<file path="src/rtl/antirrebote_pulsador_if.sv">
// Button-side signal bundle for the push-button debouncer.
// master : whoever drives the raw button and consumes the clean outputs.
// slave  : the debouncer itself.
interface antirrebote_pulsador_if;
  logic puls_ext;  // raw button, active-high, asynchronous, bouncing
  logic pulso;     // one-cycle pulse per accepted press
  logic nivel;     // debounced button level

  modport master (output puls_ext, input pulso, input nivel);
  modport slave  (input puls_ext, output pulso, output nivel);
endinterface

</file>
<file path="src/rtl/antirrebote_pulsador.sv">
// Push-button debouncer and one-shot generator for the BCD counter board.
// Synchronises the raw button into the clk50MHz domain, waits for DEB_CYC
// consecutive stable samples before accepting a level change, and emits one
// clk50MHz-wide pulse per accepted press.
// Optional feature: define ANTIRREBOTE_AUTOREPEAT_EN to add auto-repeat
// pulses while the button is held (first after REP_DLY cycles in PRESSED,
// then every REP_PER cycles). Without it, exactly one pulse per press.
module antirrebote_pulsador #(
  parameter int DEB_CYC = 1_000_000,
  parameter int REP_DLY = 25_000_000,
  parameter int REP_PER = 5_000_000
) (
  input  logic                   clk50MHz,
  input  logic                   reset,
  antirrebote_pulsador_if.slave  btn
);

  localparam int CW = $clog2(DEB_CYC);
  typedef logic [CW-1:0] cnt_t;
  localparam cnt_t CNT_ONE  = cnt_t'(1);
  localparam cnt_t CNT_LAST = cnt_t'(DEB_CYC - 1);

  typedef enum logic [1:0] {
    IDLE,
    WAIT_PRESS,
    PRESSED,
    WAIT_RELEASE
  } state_t;

  // Reject parameter sets the counters cannot represent.
  if (DEB_CYC < 2) begin : g_bad_deb
    $error("antirrebote_pulsador: DEB_CYC must be >= 2");
  end
  if (REP_PER < 1 || REP_PER > REP_DLY) begin : g_bad_rep
    $error("antirrebote_pulsador: need 1 <= REP_PER <= REP_DLY");
  end

  logic   s1, s;
  state_t state_q, state_d;
  cnt_t   cnt_q, cnt_d;
  logic   nivel_q, nivel_d;
  logic   pulso_q, pulso_d;

`ifdef ANTIRREBOTE_AUTOREPEAT_EN
  localparam int RW = $clog2(REP_DLY);
  typedef logic [RW-1:0] rep_t;
  localparam rep_t REP_ONE    = rep_t'(1);
  localparam rep_t REP_LAST   = rep_t'(REP_DLY - 1);
  // Reloading here makes the next terminal count arrive REP_PER cycles later.
  localparam rep_t REP_RELOAD = rep_t'(REP_DLY - REP_PER);
  rep_t rep_q, rep_d;
`endif

  // Two-flop synchroniser for the asynchronous button input.
  // NOTE: every clocked register is written with <= so all flops sample the
  // pre-edge values; blocking = here would collapse s1/s into one stage.
  always_ff @(posedge clk50MHz or negedge reset) begin
    if (!reset) begin
      s1 <= 1'b0;
      s  <= 1'b0;
    end else begin
      s1 <= btn.puls_ext;
      s  <= s1;
    end
  end

  // Debounce FSM state, stability counter and registered outputs.
  always_ff @(posedge clk50MHz or negedge reset) begin
    if (!reset) begin
      state_q <= IDLE;
      cnt_q   <= '0;
      nivel_q <= 1'b0;
      pulso_q <= 1'b0;
    end else begin
      state_q <= state_d;
      cnt_q   <= cnt_d;
      nivel_q <= nivel_d;
      pulso_q <= pulso_d;
    end
  end

`ifdef ANTIRREBOTE_AUTOREPEAT_EN
  // Hold-time counter for auto-repeat; only advances while in PRESSED.
  always_ff @(posedge clk50MHz or negedge reset) begin
    if (!reset) rep_q <= '0;
    else        rep_q <= rep_d;
  end
`endif

  // Next-state, counter and output decode for the debounce FSM.
  always_comb begin
    // NOTE: every signal assigned below gets a default first, so no path
    // leaves one unassigned and no latch is inferred.
    state_d = state_q;
    cnt_d   = cnt_q;
    nivel_d = nivel_q;
    pulso_d = 1'b0;
`ifdef ANTIRREBOTE_AUTOREPEAT_EN
    rep_d   = '0;
`endif

    unique case (state_q)
      IDLE: begin
        nivel_d = 1'b0;
        if (s) begin
          state_d = WAIT_PRESS;
          cnt_d   = CNT_ONE;   // this sample is the first stable high
        end
      end

      WAIT_PRESS: begin
        if (!s) begin
          state_d = IDLE;
          cnt_d   = '0;
        end else if (cnt_q == CNT_LAST) begin
          state_d = PRESSED;
          cnt_d   = '0;
          nivel_d = 1'b1;
          pulso_d = 1'b1;
        end else begin
          cnt_d = cnt_q + CNT_ONE;
        end
      end

      PRESSED: begin
        if (!s) begin
          state_d = WAIT_RELEASE;
          cnt_d   = CNT_ONE;   // this sample is the first stable low
        end
`ifdef ANTIRREBOTE_AUTOREPEAT_EN
        else if (rep_q == REP_LAST) begin
          pulso_d = 1'b1;
          rep_d   = REP_RELOAD;
        end else begin
          rep_d = rep_q + REP_ONE;
        end
`endif
      end

      WAIT_RELEASE: begin
        if (s) begin
          // Release bounce: back to PRESSED without a new pulse.
          state_d = PRESSED;
          cnt_d   = '0;
        end else if (cnt_q == CNT_LAST) begin
          state_d = IDLE;
          cnt_d   = '0;
          nivel_d = 1'b0;
        end else begin
          cnt_d = cnt_q + CNT_ONE;
        end
      end

      default: begin
        state_d = IDLE;
        cnt_d   = '0;
        nivel_d = 1'b0;
      end
    endcase
  end

  assign btn.pulso = pulso_q;
  assign btn.nivel = nivel_q;

endmodule

</file>
<file path="src/flat_wrapper.sv">
// flat-port wrapper written by rule: the top's interface ports become plain ports
module antirrebote_pulsador_flat 
#(
  parameter int DEB_CYC = 1_000_000,
  parameter int REP_DLY = 25_000_000,
  parameter int REP_PER = 5_000_000
)
  (clk50MHz, reset, btn_puls_ext, btn_pulso, btn_nivel);
  antirrebote_pulsador_if btn_i ();
  input  logic clk50MHz;
  input  logic reset;
  input wire logic [$bits(btn_i.puls_ext)-1:0] btn_puls_ext;
  output wire logic [$bits(btn_i.pulso)-1:0] btn_pulso;
  output wire logic [$bits(btn_i.nivel)-1:0] btn_nivel;
  assign btn_i.puls_ext = btn_puls_ext;
  assign btn_pulso = btn_i.pulso;
  assign btn_nivel = btn_i.nivel;
  antirrebote_pulsador #(.DEB_CYC(DEB_CYC), .REP_DLY(REP_DLY), .REP_PER(REP_PER)) u_core (.clk50MHz(clk50MHz), .reset(reset), .btn(btn_i));
endmodule
</file>
<file path="config.mk">
export PLATFORM = sky130hd
export DESIGN_NAME = antirrebote_pulsador_flat
export DESIGN_NICKNAME = d
export VERILOG_FILES = /design/src/rtl/antirrebote_pulsador_if.sv /design/src/rtl/antirrebote_pulsador.sv /design/src/flat_wrapper.sv
export SDC_FILE = /design/constraint.sdc
export NUM_CORES = 1
export LEC_CHECK = 0
export CAP_MARGIN = 10
export CORE_ASPECT_RATIO = 1.1
export CORE_MARGIN = 1.5
export CORE_UTILIZATION = 53
export DETAILED_ROUTE_END_ITERATION = 6
export GPL_TIMING_DRIVEN = 0
export PLACE_DENSITY = 0.74
export SLEW_MARGIN = 5
export SYNTH_ARGS = -nofsm -noshare
export SYNTH_HDL_FRONTEND = slang
export SYNTH_SLANG_ARGS = --single-unit
export TNS_END_PERCENT = 5
</file>
<file path="constraint.sdc">
create_clock -name clk50MHz -period 1.7 [get_ports clk50MHz]
set_input_delay 0.425 -clock clk50MHz [delete_from_list [all_inputs] [get_ports clk50MHz]]
set_output_delay 0.425 -clock clk50MHz [all_outputs]
set_load 0.03 [all_outputs]
</file>
==> results.toml, run 1 <==
[floorplanning]
core-area_sq_um = 2496
start_util_pct = 55.79
die_height_microns = 56.76
rows = 19
die_width_microns = 51.88
die_area_sq_um = 2944
io-pin-count = 5

[setup_path]
crit_required_ns = 1.92
crit_type = "flip-flop to flip-flop"
timing.rr.start = "u_core.cnt_q[13]"
max_stage_delay_ns = 0.55
startpoint_type = "flip-flop"
cp-startpoint = "u_core.cnt_q[13]"
crit_path_cell_trace = "or4b_4, nor3b_4, a21oi_2, buf_6, buf_12, a22o_1"
regToRegSetupSlack_ns = -0.23
worstPathMaxFanout = 10
cp-end-kind = "flip-flop"
cp_data_arrival_time_ns = 2.16
crit_slowest_cell = "or4b_4"

[cts]
htree_levels = 1
clk_transition_reported_paths_ns = 0.14
ctsHoldBuffers = 0
cts_sinks = 26
insertion_delay_ns = 0.33
root_buffer = "clkbuf_4"
cts_buffers = 3
cts_buffer_depth = 2
cts_tree = "built"

[flow_run]
drv_cap = 0

[yosys]
ys_types = 38
synth_cells = 151
ys_async_sr_fraction_pct = 100.0
netlist_area_sq_um = 1393
ys_ff_latch = 26
synth_warnings = 0
syn_area_per_cell_sq_um = 9.222
synthesis.nets = 155
ys_seq_area_share_pct = 46.72
synth_edf_count = 0
synthFlopType = "dfrtp_1"

[layout]
layout.nets = 172
area_growth_pct = 17.88
diodes = 0
drive_gt1_share_pct = 25.30
fillCellCount = 201

[detailed_routing]
vias = 1248
avgViaCountPerCell = 6.335
drtAntennaViolNets = 0
first_iter_violations = 35
first_pass_iters = 4
wl_per_cell_microns = 16.89
route.detailed.drc = 0
wl_microns = 3327

[power]
leakagePower_nw = 0.6575
p_int_uw = 805.1
p_total_mw = 1.123
p_sw_share_pct = 28.27
powerDensity_nw_per_um2 = 683.8
seq_power_share_pct = 62.6
p_clk_share_pct = 23.7
combPwrFrac_pct = 13.7
ir_worst_vdd_uv = 692.1
power.switching_uw = 317.4

[place]
gp_congestion = 0.8878
io_buffers = 4
hpwlAfterDp_microns = 2181

[timing]
worst_slack_ns = -0.2347
final_max_slew_viol_count = 0
fmax_ghz = 0.5169
hold_viol_final = 0
finalCritPeriodShare_pct = 113.8
slew_headroom_pct = 61.21
period_needed_ns = 1.935
rsz0062_at_grt = "yes"
finalSetupTns_ns = -3.927
fin_skew_ns = 0.01014
setup_viol = 23
worst_pin_slew_ns = 0.5818

[global_route]
grt_pass1_wl_microns = 5485
grt_max_degree = 27
track_usage_pct = 24.96
grt-ovfl-total = 0
antenna_found_initial = 0
grt_pass1_vias = 1152

[run_status]
status = "complete, but fails checks"
violations = "negative setup slack"

[hold_path]
min_path_type = "input pin to async pin"
## power groups by stage
stage | combinational (mW) | sequential (mW) | clock, mW
after floorplan | 0.0818 | 0.699 | 0
after global placement | 0.115 | 0.704 | 0
after detailed placement | 0.120 | 0.710 | 0
after CTS | 0.136 | 0.696 | 0.268
after global routing | 0.172 | 0.706 | 0.289
final | 0.154 | 0.703 | 0.266
## synth_stat cells (2+ instances only)
library cell | instances | area share [%]
buf_6 | 2 | 1.6
and2_1 | 2 | 0.90
nand4_1 | 7 | 3.1
nand2_1 | 18 | 4.9
and3_1 | 4 | 1.8
mux2i_1 | 2 | 1.4
a21oi_1 | 15 | 5.4
o21ai_0 | 9 | 3.2
nand3_1 | 10 | 3.6
nor3_1 | 6 | 2.2
dfrtp_1 | 26 | 47
nor2_1 | 7 | 1.9
o21a_1 | 3 | 1.6
and4_1 | 2 | 1.3
clkbuf_1 | 2 | 0.54
a31oi_1 | 11 | 4.9
inv_1 | 2 | 0.54
nand2b_1 | 3 | 1.3
## layout by cell type, fill, tap and decap left out, types with 6 or more instances in the layout
cell and n:
a21oi_2 11, a31oi_1 10, buf_4 9, dfrtp_1 26, nand2_1 18, nand3_1 10, nand4_1 7, nor2_1 6
## cells by family (layout without fill, tap and decap cells)
logic type,after synthesis,count (layout),synth area share [%]
AO/OA/AOI/OAI,44,44,18.42
XOR/XNOR,1,1,0.6290
adder cells (fa/ha/maj),1,1,0.8983
buffers and inverters,7,22,3.235
flip-flops,26,26,46.72
multiplexers,3,3,2.515
AND/OR/NAND/NOR,69,69,27.58
## metal layers
metal  wire length [microns]  global-route usage (%)
met5                       0                       0
met2                    1578                   36.71
met1                    1518                   37.50
met4                      75                   8.647
met3                     155                   3.191
## area by class of cell
class                      instances  area (sq um)  share of cell area (%)
clock buffer                       3         22.52                   1.372
buffer                             4         46.29                   2.820
sequential                        26         650.6                   39.63
inverter                           2         7.507                  0.4573
tap                               31         38.79                   2.363
multi-input combinational        118         775.7                   47.26
timing repair buffer              13         100.1                   6.098
## what timing repair did
| item | in CTS | in global routing |
|---|---|---|
| pin swaps | 4 | 6 |
| gates resized for setup | 6 | 22 |
| buffers inserted | 7 | 2 |
| setup endpoints to repair | 25 | 24 |
## metrics by stage
| step | worst slack (ns) | hold slack (ns) | cells | utilization, % | cell area, sq um |
|---|---|---|---|---|---|
| after floorplan | -0.1447 | 0.1294 | 151 | - | 1394 |
| after global placement | -0.2883 | 0.3327 | 186 | 59.00 | 1473 |
| after detailed placement | -0.2890 | 0.3379 | 186 | 59.00 | 1473 |
| after CTS | -0.2328 | 0.3685 | 196 | 62.66 | 1564 |
| after global routing | -0.2927 | 0.1261 | 197 | 65.76 | 1642 |
| final | -0.2347 | 0.07293 | 197 | 65.76 | 1642 |
## path summary, 6_finish.rpt
path / end / cells past startpoint
max: u_core.cnt_q[1] / 6
min: u_core.cnt_q[9] / 1
max reg2reg: u_core.cnt_q[1] / 6
min reg2reg: u_core.s / 0
max in group asynchronous: u_core.cnt_q[7] / 1
min in group clk50MHz: u_core.s / 0
## registers in the layout, summed over array words and instances (netlist names), named ones only
signal,cells
u_core.btn.nivel,1
u_core.state_q,1
u_core.cnt_q,20
u_core.s1,1
u_core.btn.pulso,1
u_core.s,1
## worst max-delay path: cells and delay by family, from the launching register on
| family | cells | cell delay, ns |
|---|---|---|
| DFF | 1 | 0.42 |
| and+or+nand+nor | 2 | 0.80 |
| buffers and inverters | 2 | 0.30 |
| AOI/OAI and AO/OA | 2 | 0.30 |
Power figures use the tool's default switching activity.
==> run 2: changes to the inputs <==
--- a/config.mk
+++ b/config.mk
@@ -5,13 +5,14 @@
 export SDC_FILE = /design/constraint.sdc
 export NUM_CORES = 1
 export LEC_CHECK = 0
+export ABC_AREA = 1
 export CAP_MARGIN = 10
 export CORE_ASPECT_RATIO = 1.1
 export CORE_MARGIN = 1.5
-export CORE_UTILIZATION = 53
+export CORE_UTILIZATION = 54
 export DETAILED_ROUTE_END_ITERATION = 6
 export GPL_TIMING_DRIVEN = 0
-export PLACE_DENSITY = 0.74
+export PLACE_DENSITY = 0.75
 export SLEW_MARGIN = 5
 export SYNTH_ARGS = -nofsm -noshare
 export SYNTH_HDL_FRONTEND = slang
==> run 2 against run 1 <==
Net effect:
- the flow now finishes without violations
- clock power increased by 59%
- worst setup slack improved by 0.40 ns
- routed wire length increased by 0.87%
- clock skew increased by 0.0014 ns
- total power increased by 2.2%
- critical path type unchanged
- largest cell class unchanged
- largest power group unchanged
==> results.toml, run 2 <==
[run_status]
status = "finished, final reports clean"

[cts]
insertion_delay_ns = 0.33
htree_levels = 1
root_buffer = "clkbuf_4"
ctsHoldBuffers = 0
cts_tree = "built"
cts_buffers = 3
cts_sinks = 26
cts_buffer_depth = 2
clk_transition_reported_paths_ns = 0.15

[layout]
drive_gt1_share_pct = 19.07
layout_common_cells = "66 x nand2_1, 26 x dfrtp_1, 19 x inv_1"
finalInstanceArea_sq_um = 1747
final_util_pct = 62.32
ff_latch_area_sq_um = 650.6
multi_input_area_sq_um = 850.8
area_growth_pct = 8.638
top_register = "u_core.cnt_q"
fillCellCount = 251
layout.nets = 220
layout.cells.non_filler = 248
layout_commonest_cell = "nand2_1"
largest_reg_flops = 20
diodes = 0

[place]
gp_congestion = 0.9411
hpwlAfterDp_microns = 2453
io_buffers = 4
post-place-ws_ns = -0.1496
dpl_cell_area_sq_um = 1689
dp_cells = 243

[floorplanning]
die_height_microns = 60.23
die_area_sq_um = 3314
die_width_microns = 55.03
core-area_sq_um = 2803
start_util_pct = 57.37
rows = 20
io-pin-count = 5

[yosys]
synth_edf_count = 0
synth_top_area_share_pct = 40.47
synth_mux_area_share_pct = 0
synth_top_family_by_area = "simple AND/OR/NAND/NOR gates"
ys_seq_area_share_pct = 40.47
synth_commonest_cells = "66 x nand2_1, 26 x dfrtp_1, 19 x inv_1, 19 x nor2_1, 11 x nand3_1"
synthTopCellsByArea = "dfrtp_1 40%, nand2_1 15%, inv_1 4.4%, nor2_1 4.4%, nand3_2 3.7%"
synth-compound-area-share_pct = 7.004
synthFlopType = "dfrtp_1"
netlist_area_sq_um = 1608
synthAdderAreaFrac_pct = 0.7782
ys_types = 33
syn_area_per_cell_sq_um = 7.805
synthesis.nets = 210
synth_warnings = 0
ys_async_sr_fraction_pct = 100.0
ys_ff_latch = 26
synthSimpleGateAreaFrac_pct = 41.56
synth_cells = 206
synth.most_common_cell = "nand2_1"
synth-xor-area-share_pct = 3.268
yosysTopAreaCell = "dfrtp_1"

[hold_path]
min_path_type = "input pin to async pin"

[power]
powerDensity_nw_per_um2 = 657.0
leakagePower_nw = 0.7758
ir_worst_vdd_uv = 463.9

[setup_path]
cp_data_arrival_time_ns = 1.76
cp-end-kind = "flip-flop"
max_stage_delay_ns = 0.42
startpoint_type = "flip-flop"
crit_required_ns = 1.92
worstPathMaxFanout = 4
crit_slowest_cell = "dfrtp_1"
crit_path_cell_trace = "ha_1, nand2_1, nor2_2, nand2_2, nor2_2, or2_2, nand3_2, nand2_1"
crit_type = "flip-flop to flip-flop"

[timing]
slew_headroom_pct = 57.13
hold_viol_final = 0
whs_ns = 0.09096
worst_pin_slew_ns = 0.6430
period_needed_ns = 1.535
setup_viol = 0
worst_slack_ns = 0.1646
final_max_slew_viol_count = 0
fin_skew_ns = 0.01156
finalCritPeriodShare_pct = 90.32
fmax_ghz = 0.6513

[global_route]
grt_pass1_wl_microns = 5658
antenna_found_initial = 0
track_usage_pct = 23.54
grt-ovfl-total = 0
grt_pass1_vias = 1308
grt_max_degree = 27

[detailed_routing]
first_iter_violations = 65
route.detailed.drc = 0
wl_microns = 3356
avgViaCountPerCell = 5.577
wl_per_cell_microns = 13.53
vias = 1383
drtAntennaViolNets = 0
first_pass_iters = 4

[flow_run]
drv_cap = 0
-- run 2: layout make-up --
class	count	share of cell area [%]
multi-input cells	155	48.71
flip-flops and latches	26	37.25
inverters	21	4.871
well taps	33	2.364
repair buffers	5	2.292
clock inverters	1	1.719
plain buffers	4	1.504
clock buffers	3	1.289
-- run 2: cells by family (layout without fill, tap and decap cells) --
family	Yosys count	after routing
XOR/XNOR	6	6
AND/OR/NAND/NOR	129	129
buffers and inverters	25	34
adder cells (fa/ha/maj)	1	1
AO/OA/AOI/OAI	19	19
flip-flops	26	26
-- run 2: critical path, delay by kind of cell (launching register included) --
kind	cells	cell delay [ns]
flops	1	0.42
simple gates	7	0.79
fa+ha+maj	1	0.22
-- run 2: power breakdown --
group	switching, mW	total (mW)	internal [mW]	leakage [nW]
sequential	0.00908	0.639	0.630	0.354
clock	0.186	0.424	0.238	0.0279
combinational	0.0588	0.0845	0.0257	0.394
-- run 2: stage by stage --
step            TNS (ns)  power, mW
2_1_floorplan          0     0.7008
3_3_place_gp      -3.079     0.7294
3_5_place_dp      -3.864     0.7316
4_1_cts                0      1.156
5_1_grt        -0.006211      1.194
6_report               0      1.148
-- run 2: what timing repair did --
item,in CTS,in global routing
setup endpoints to repair,2,7
resized for setup,2,2
buffers inserted,0,1
-- run 2: per-layer routing --
layer  global-route usage [%]  up-vias  part of all wire, %
met5                        0        -                    0
met4                    9.059        0                  1.8
li1                         -      681                    -
met1                    30.76      656                   45
met2                    38.78       37                   49
met3                    3.250        9                  4.1
-- run 2: worst paths after layout --
check,start,end,slack [ns],cells after the start
max reg2reg,u_core.cnt_q[0],u_core.cnt_q[10],0.16,8
min reg2reg,u_core.s1,u_core.s,0.38,0
max,u_core.cnt_q[0],u_core.cnt_q[10],0.16,8
min,reset,u_core.cnt_q[0],0.09,1
min in group clk50MHz,u_core.s1,u_core.s,0.38,0
max in group asynchronous,reset,u_core.cnt_q[1],1.19,1
